$ cat src/rtl/mem_access_ctrl_if.sv
// Request, response and memory-pin bundle for mem_access_ctrl; slave = controller side.
// Latency/backpressure are set by the controller: valid/ready on requests and response, CS-qualified memory pins.
interface mem_access_ctrl_if #(
  parameter int ADDR_BITS = 8,
  parameter int DATA_BITS = 8
);
  logic                 if_req_valid;
  logic [ADDR_BITS-1:0] if_req_addr;
  logic                 if_req_ready;
  logic                 d_req_valid;
  logic                 d_req_we;
  logic [ADDR_BITS-1:0] d_req_addr;
  logic [DATA_BITS-1:0] d_req_wdata;
  logic                 d_req_ready;
  logic                 rsp_valid;
  logic                 rsp_ready;
  logic                 rsp_src;
  logic [DATA_BITS-1:0] rsp_rdata;
  logic                 rsp_err;
  logic                 mem_cs;
  logic                 mem_we;
  logic [ADDR_BITS-1:0] mem_addr;
  logic [DATA_BITS-1:0] mem_wdata;
  logic [DATA_BITS-1:0] mem_rdata;
  logic                 mem_err;

  modport slave (
    input  if_req_valid, if_req_addr, d_req_valid, d_req_we, d_req_addr, d_req_wdata,
    input  rsp_ready, mem_rdata, mem_err,
    output if_req_ready, d_req_ready, rsp_valid, rsp_src, rsp_rdata, rsp_err,
    output mem_cs, mem_we, mem_addr, mem_wdata
  );

  modport master (
    output if_req_valid, if_req_addr, d_req_valid, d_req_we, d_req_addr, d_req_wdata,
    output rsp_ready, mem_rdata, mem_err,
    input  if_req_ready, d_req_ready, rsp_valid, rsp_src, rsp_rdata, rsp_err,
    input  mem_cs, mem_we, mem_addr, mem_wdata
  );
endinterface

$ cat src/rtl/mem_access_ctrl.sv
// Round-robin fetch/data arbiter sequencing one memory access at a time; accept-to-rsp_valid 2 edges, 4 cycles min per txn.
// Backpressure: rsp_ready low holds the response in RESP and no request is accepted until it is taken.
module mem_access_ctrl #(
  parameter int ADDR_BITS = 8,
  parameter int DATA_BITS = 8,
  parameter int ROM_SIZE  = 128
) (
  input  logic               CLK,
  input  logic               RESET,
  mem_access_ctrl_if.slave   bus,
  output logic [7:0]         err_cnt
);

  typedef enum logic [1:0] {IDLE, ISSUE, WAIT, RESP} state_t;

  localparam logic [ADDR_BITS:0] ROM_LIM = ROM_SIZE[ADDR_BITS:0];

  state_t state;
  logic   last_d;
  logic   cur_we;
  logic   cur_src;
  logic   grant_if;
  logic   grant_d;
  logic   rom_wr;

  // Fetch wins unless data is also asking and fetch had the previous grant.
  always_comb begin
    grant_if = bus.if_req_valid && (!bus.d_req_valid || last_d);
    grant_d  = bus.d_req_valid && !grant_if;
    rom_wr   = cur_we && ({1'b0, bus.mem_addr} < ROM_LIM);
  end

  assign bus.if_req_ready = (state == IDLE) && !RESET && grant_if;
  assign bus.d_req_ready  = (state == IDLE) && !RESET && grant_d;

  always_ff @(posedge CLK) begin
    if (RESET) begin
      state         <= IDLE;
      last_d        <= 1'b1;
      cur_we        <= 1'b0;
      cur_src       <= 1'b0;
      bus.rsp_valid <= 1'b0;
      bus.rsp_src   <= 1'b0;
      bus.rsp_rdata <= '0;
      bus.rsp_err   <= 1'b0;
      bus.mem_cs    <= 1'b0;
      bus.mem_we    <= 1'b0;
      bus.mem_addr  <= '0;
      bus.mem_wdata <= '0;
      err_cnt       <= 8'd0;
    end else begin
      case (state)
        IDLE: begin
          if (grant_if) begin
            bus.mem_cs   <= 1'b1;
            bus.mem_we   <= 1'b0;
            bus.mem_addr <= bus.if_req_addr;
            cur_we       <= 1'b0;
            cur_src      <= 1'b0;
            last_d       <= 1'b0;
            state        <= ISSUE;
          end else if (grant_d) begin
            bus.mem_cs    <= 1'b1;
            bus.mem_we    <= bus.d_req_we;
            bus.mem_addr  <= bus.d_req_addr;
            bus.mem_wdata <= bus.d_req_wdata;
            cur_we        <= bus.d_req_we;
            cur_src       <= 1'b1;
            last_d        <= 1'b1;
            state         <= ISSUE;
          end
        end
        ISSUE: begin
          bus.mem_cs <= 1'b0;
          bus.mem_we <= 1'b0;
          state      <= WAIT;
        end
        WAIT: begin
          // A write below the ROM boundary must come back flagged by the memory.
          assert (!rom_wr || bus.mem_err);
          bus.rsp_valid <= 1'b1;
          bus.rsp_src   <= cur_src;
          bus.rsp_rdata <= cur_we ? '0 : bus.mem_rdata;
          bus.rsp_err   <= bus.mem_err;
          if (bus.mem_err && (err_cnt != 8'hFF))
            err_cnt <= err_cnt + 8'd1;
          state <= RESP;
        end
        RESP: begin
          if (bus.rsp_ready) begin
            bus.rsp_valid <= 1'b0;
            state         <= IDLE;
          end
        end
        default: state <= IDLE;
      endcase
    end
  end

endmodule

$ cat src/flat_wrapper.sv
// flat-port wrapper written by rule: the top's interface ports become plain ports
module mem_access_ctrl_flat 
#(
  parameter int ADDR_BITS = 8,
  parameter int DATA_BITS = 8,
  parameter int ROM_SIZE  = 128
)
  (CLK, RESET, err_cnt, bus_if_req_valid, bus_if_req_addr, bus_d_req_valid, bus_d_req_we, bus_d_req_addr, bus_d_req_wdata, bus_rsp_ready, bus_mem_rdata, bus_mem_err, bus_if_req_ready, bus_d_req_ready, bus_rsp_valid, bus_rsp_src, bus_rsp_rdata, bus_rsp_err, bus_mem_cs, bus_mem_we, bus_mem_addr, bus_mem_wdata);
  mem_access_ctrl_if #(.ADDR_BITS(ADDR_BITS), .DATA_BITS(DATA_BITS)) bus_i ();
  input  logic CLK;
  input  logic RESET;
  output logic [7:0] err_cnt;
  input wire logic [$bits(bus_i.if_req_valid)-1:0] bus_if_req_valid;
  input wire logic [$bits(bus_i.if_req_addr)-1:0] bus_if_req_addr;
  input wire logic [$bits(bus_i.d_req_valid)-1:0] bus_d_req_valid;
  input wire logic [$bits(bus_i.d_req_we)-1:0] bus_d_req_we;
  input wire logic [$bits(bus_i.d_req_addr)-1:0] bus_d_req_addr;
  input wire logic [$bits(bus_i.d_req_wdata)-1:0] bus_d_req_wdata;
  input wire logic [$bits(bus_i.rsp_ready)-1:0] bus_rsp_ready;
  input wire logic [$bits(bus_i.mem_rdata)-1:0] bus_mem_rdata;
  input wire logic [$bits(bus_i.mem_err)-1:0] bus_mem_err;
  output wire logic [$bits(bus_i.if_req_ready)-1:0] bus_if_req_ready;
  output wire logic [$bits(bus_i.d_req_ready)-1:0] bus_d_req_ready;
  output wire logic [$bits(bus_i.rsp_valid)-1:0] bus_rsp_valid;
  output wire logic [$bits(bus_i.rsp_src)-1:0] bus_rsp_src;
  output wire logic [$bits(bus_i.rsp_rdata)-1:0] bus_rsp_rdata;
  output wire logic [$bits(bus_i.rsp_err)-1:0] bus_rsp_err;
  output wire logic [$bits(bus_i.mem_cs)-1:0] bus_mem_cs;
  output wire logic [$bits(bus_i.mem_we)-1:0] bus_mem_we;
  output wire logic [$bits(bus_i.mem_addr)-1:0] bus_mem_addr;
  output wire logic [$bits(bus_i.mem_wdata)-1:0] bus_mem_wdata;
  assign bus_i.if_req_valid = bus_if_req_valid;
  assign bus_i.if_req_addr = bus_if_req_addr;
  assign bus_i.d_req_valid = bus_d_req_valid;
  assign bus_i.d_req_we = bus_d_req_we;
  assign bus_i.d_req_addr = bus_d_req_addr;
  assign bus_i.d_req_wdata = bus_d_req_wdata;
  assign bus_i.rsp_ready = bus_rsp_ready;
  assign bus_i.mem_rdata = bus_mem_rdata;
  assign bus_i.mem_err = bus_mem_err;
  assign bus_if_req_ready = bus_i.if_req_ready;
  assign bus_d_req_ready = bus_i.d_req_ready;
  assign bus_rsp_valid = bus_i.rsp_valid;
  assign bus_rsp_src = bus_i.rsp_src;
  assign bus_rsp_rdata = bus_i.rsp_rdata;
  assign bus_rsp_err = bus_i.rsp_err;
  assign bus_mem_cs = bus_i.mem_cs;
  assign bus_mem_we = bus_i.mem_we;
  assign bus_mem_addr = bus_i.mem_addr;
  assign bus_mem_wdata = bus_i.mem_wdata;
  mem_access_ctrl #(.ADDR_BITS(ADDR_BITS), .DATA_BITS(DATA_BITS), .ROM_SIZE(ROM_SIZE)) u_core (.CLK(CLK), .RESET(RESET), .bus(bus_i), .err_cnt(err_cnt));
endmodule
$ cat config.mk
export PLATFORM = sky130hd
export DESIGN_NAME = mem_access_ctrl_flat
export DESIGN_NICKNAME = d
export VERILOG_FILES = /design/src/rtl/mem_access_ctrl_if.sv /design/src/rtl/mem_access_ctrl.sv /design/src/flat_wrapper.sv
export SDC_FILE = /design/constraint.sdc
export NUM_CORES = 1
export LEC_CHECK = 0
export CAP_MARGIN = 40
export CORE_ASPECT_RATIO = 0.5
export CORE_MARGIN = 3
export CORE_UTILIZATION = 47
export CTS_BUF_LIST = sky130_fd_sc_hd__clkbuf_8
export DETAILED_ROUTE_END_ITERATION = 10
export HOLD_SLACK_MARGIN = 0.02
export PLACE_DENSITY = 0.85
export RECOVER_POWER = 25
export SLEW_MARGIN = 0
export SYNTH_ARGS = -nofsm -noshare
export SYNTH_HDL_FRONTEND = slang
export SYNTH_SLANG_ARGS = --single-unit
$ cat constraint.sdc
create_clock -name CLK -period 3.8 [get_ports CLK]
set_input_delay 0.76 -clock CLK [delete_from_list [all_inputs] [get_ports CLK]]
set_output_delay 0.76 -clock CLK [all_outputs]
set_load 0.005 [all_outputs]
==> flow_summary_export.csv <==
group,metric,value,unit
synthesis,netlist_area,1800,um2
placed_design,place.gp.congestion,0.831,
worst_setup_path,worst_setup_path_start_kind,"primary input",
worst_setup_path,critical-path-slowest-cell,"clkdlybuf4s50_1",
worst_setup_path,worst_r2r_path_depth,5,
clock_tree,cts_setup_buffers,0,
die,die_area,4640,um2
timing,fin_worst_skew,8.81,ps
timing,setup_tns,0,ps
global_routing,overflow,0,
worst_setup_path,path_cells,"clkdlybuf4s50_1 > nand2_1 > nand3_1 > nor2_1 > clkdlybuf4s50_1",
worst_setup_path,slowest_delay,530,ps
clock_tree,clock_sinks,42,
clock_tree,clk_path_buf_depth,2,
flow_run,drv_cap,0,
synthesis,synth_edf_count,0,
timing,grt_setup_unrepaired,"false",
timing,maxSlewHeadroom,31.1,%
final_layout,drive_above_1_share,3.83,%
detailed_routing,routed_via_density,5.11,
timing,min_period,3160,ps
worst_setup_path,crit_arrival,2400,ps
detailed_routing,antenna_left,0,
synthesis,async_flop_share,0,%
die,pin_count,78,
pwr,power,1.47,mW
pwr,ir_drop,0.294,mV
timing,finalSetupViolations,0,
global_routing,grt_max_degree,25,
placed_design,dp_hpwl,3220,um
die,core,3550,um2
min_path,hold_depth,2,
clock_tree,clk_pin_slew_worst_paths,80,ps
detailed_routing,wl_met3,200,um
synthesis,postSynthAreaPerCell,8.59,um2
final_layout,final_common_cell,"clkdlybuf4s50_1",
clock_tree,cts_hold_buffers,0,
detailed_routing,top_layer_used,"met4",
timing,tightest_slew,1030,ps
detailed_routing,wire_per_inst,13.0,um
die,die_h,49.7,um
detailed_routing,vias,1727,
global_routing,antenna_found_initial,0,
outcome,outcome,"finished, final reports clean",
timing,slew_violations,0,
worst_setup_path,required,3040,ps
placed_design,placed_area,2610,um2
pwr,p_seq_share,39.5,%
die,start_util,50.6,%
synthesis,yosys_warnings,0,
clock_tree,tritoncts,"yes",
final_layout,final_cell_mix,"clkdlybuf4s50_1 (76), dfxtp_1 (42), nor2_1 (34)",
min_path,hold_path_class,"reg2reg",
synthesis,synth_seq_cells,42,
placed_design,port_buffers,77,
worst_setup_path,crit_type,"in2out",
pwr,powerDensity,543,nW/um2
global_routing,grt_pass1_wl,7130,um
synthesis,synth.yosys.seq_area_share,46.8,%
detailed_routing,wl_met2,2220,um
pwr,internal-power,1.00,mW
worst_setup_path,cp_max_fo,10,
timing,fmax,316,MHz
clock_tree,cts_root_buf,"clkbuf_8",
final_layout,post-route-util,76.4,%
synthesis,netlist_instances,209,
synthesis,synthFlopType,"dfxtp_1",
global_routing,groute.usage.overall,19.2,%
clock_tree,clock_latency,300,ps
clock_tree,cts-buffers-inserted,5,
pwr,power_frac_comb,36.6,%
detailed_routing,dr.pass1.iters,4,
clock_tree,htree_levels,2,
pwr,switching_share,31.7,%
synthesis,synth_fp_nets,254,
timing,hold_viol_final,0,
detailed_routing,wl_met1,1950,um
die,fp.dieW,93.4,um
detailed_routing,dr.first_iter.drc_count,44,
clock_tree,cts_resized,0,
detailed_routing,wirelength,4400,um
final_layout,fin_area,2710,um2
pwr,power.leakage,1.07,nW
pwr,clkPwrFrac,23.9,%
final_layout,syn_to_final_growth,50.9,%
final_layout,n_antenna_cell,0,
synthesis,synth_cell_types,33,
global_routing,grt_pass1_vias,1633,
worst_setup_path,cpMostUsedCell,"clkdlybuf4s50_1",
pwr,p_switching,0.466,mW
timing,timing.final.crit_share,83.2,%
die,rows,15,
final_layout,fin_nets,331,
worst_setup_path,cp-end-kind,"output port",
detailed_routing,drc_errors,0,
## cell families after synthesis
family | after synthesis | synth area share [%]
adder cells (fa/ha/maj) | 6 | 4.18
buffers and inverters | 15 | 3.62
AO/OA/AOI/OAI | 42 | 13.9
AND/OR/NAND/NOR | 91 | 24.3
XOR/XNOR | 1 | 0.488
multiplexers | 12 | 6.69
flip-flops | 42 | 46.8
## final timing paths
path,start,end,slack [ps]
max reg2reg,u_core.state[0]$_SDFFE_PP0P_,u_core.err_cnt[5]$_SDFFE_PP0P_,1830
min,u_core.bus.mem_wdata[7]$_SDFFE_PP0P_,u_core.bus.mem_wdata[7]$_SDFFE_PP0P_,460
max,bus_if_req_valid,bus_d_req_ready,640
min reg2reg,u_core.bus.mem_wdata[7]$_SDFFE_PP0P_,u_core.bus.mem_wdata[7]$_SDFFE_PP0P_,460
## through the flow
| step | cells | hold WS [ps] | setup WS [ps] |
|---|---|---|---|
| floorplan | 209 | 436 | 1690 |
| global placement | 330 | 447 | 713 |
| detailed placement | 330 | 448 | 653 |
| CTS | 338 | 464 | 673 |
| global route | 338 | 477 | 544 |
| finish | 338 | 461 | 637 |
## power by group through the flow
stage	Sequential [mW]	Clock, mW	Combinational [mW]
CTS	0.581	0.357	0.544
detailed placement	0.589	0	0.538
global placement	0.587	0	0.520
finish	0.581	0.352	0.538
floorplan	0.591	0	0.292
global route	0.591	0.375	0.594
## cell type report
class | count | area (um2)
Clock inverter | 3 | 41.3
Inverter | 5 | 18.8
Sequential cell | 42 | 841
Timing Repair Buffer | 80 | 786
Multi-Input combinational cell | 152 | 890
Fill cell | 262 | 838
Clock buffer | 5 | 68.8
Tap cell | 51 | 63.8
## flip-flops by register name, indices dropped and copies added (netlist names)
| signal | flops |
|---|---|
| u_core.bus.rsp_rdata | 8 |
| u_core.state | 2 |
| u_core.bus.mem_wdata | 8 |
| u_core.bus.mem_cs | 1 |
| u_core.bus.mem_we | 1 |
| u_core.cur_we | 1 |
| u_core.bus.rsp_valid | 1 |
| u_core.last_d | 1 |
| u_core.bus.rsp_src | 1 |
| u_core.bus.mem_addr | 8 |
| u_core.cur_src | 1 |
| u_core.bus.rsp_err | 1 |
| u_core.err_cnt | 8 |
## routing by layer
layer,vias up,global-route usage [%]
li1,870,-
met1,808,20.6
met2,44,36.8
met3,5,4.88
met4,0,5.84
met5,-,0
## synthesized netlist by cell type, types with 2 or more instances
master,instances,share of area [%]
inv_1,5,1.0
nor3_1,6,1.7
nand2_1,24,5.0
and2b_1,4,1.7
a31oi_1,2,0.70
nand3_1,3,0.84
nand4_1,3,1.0
dfxtp_1,42,47
nor2b_1,7,2.4
buf_4,2,0.84
a211oi_1,9,3.8
mux2i_1,12,6.7
and3_1,2,0.70
nor2_1,34,7.1
a21oi_1,24,6.7
o31ai_1,2,0.84
clkbuf_1,7,1.5
ha_1,6,4.2
## worst max-delay path: cells and delay by family
family        cells  cell delay [ps]
buf+inv           2             1010
simple gates      3              640
(Power assumes the default switching activity.)
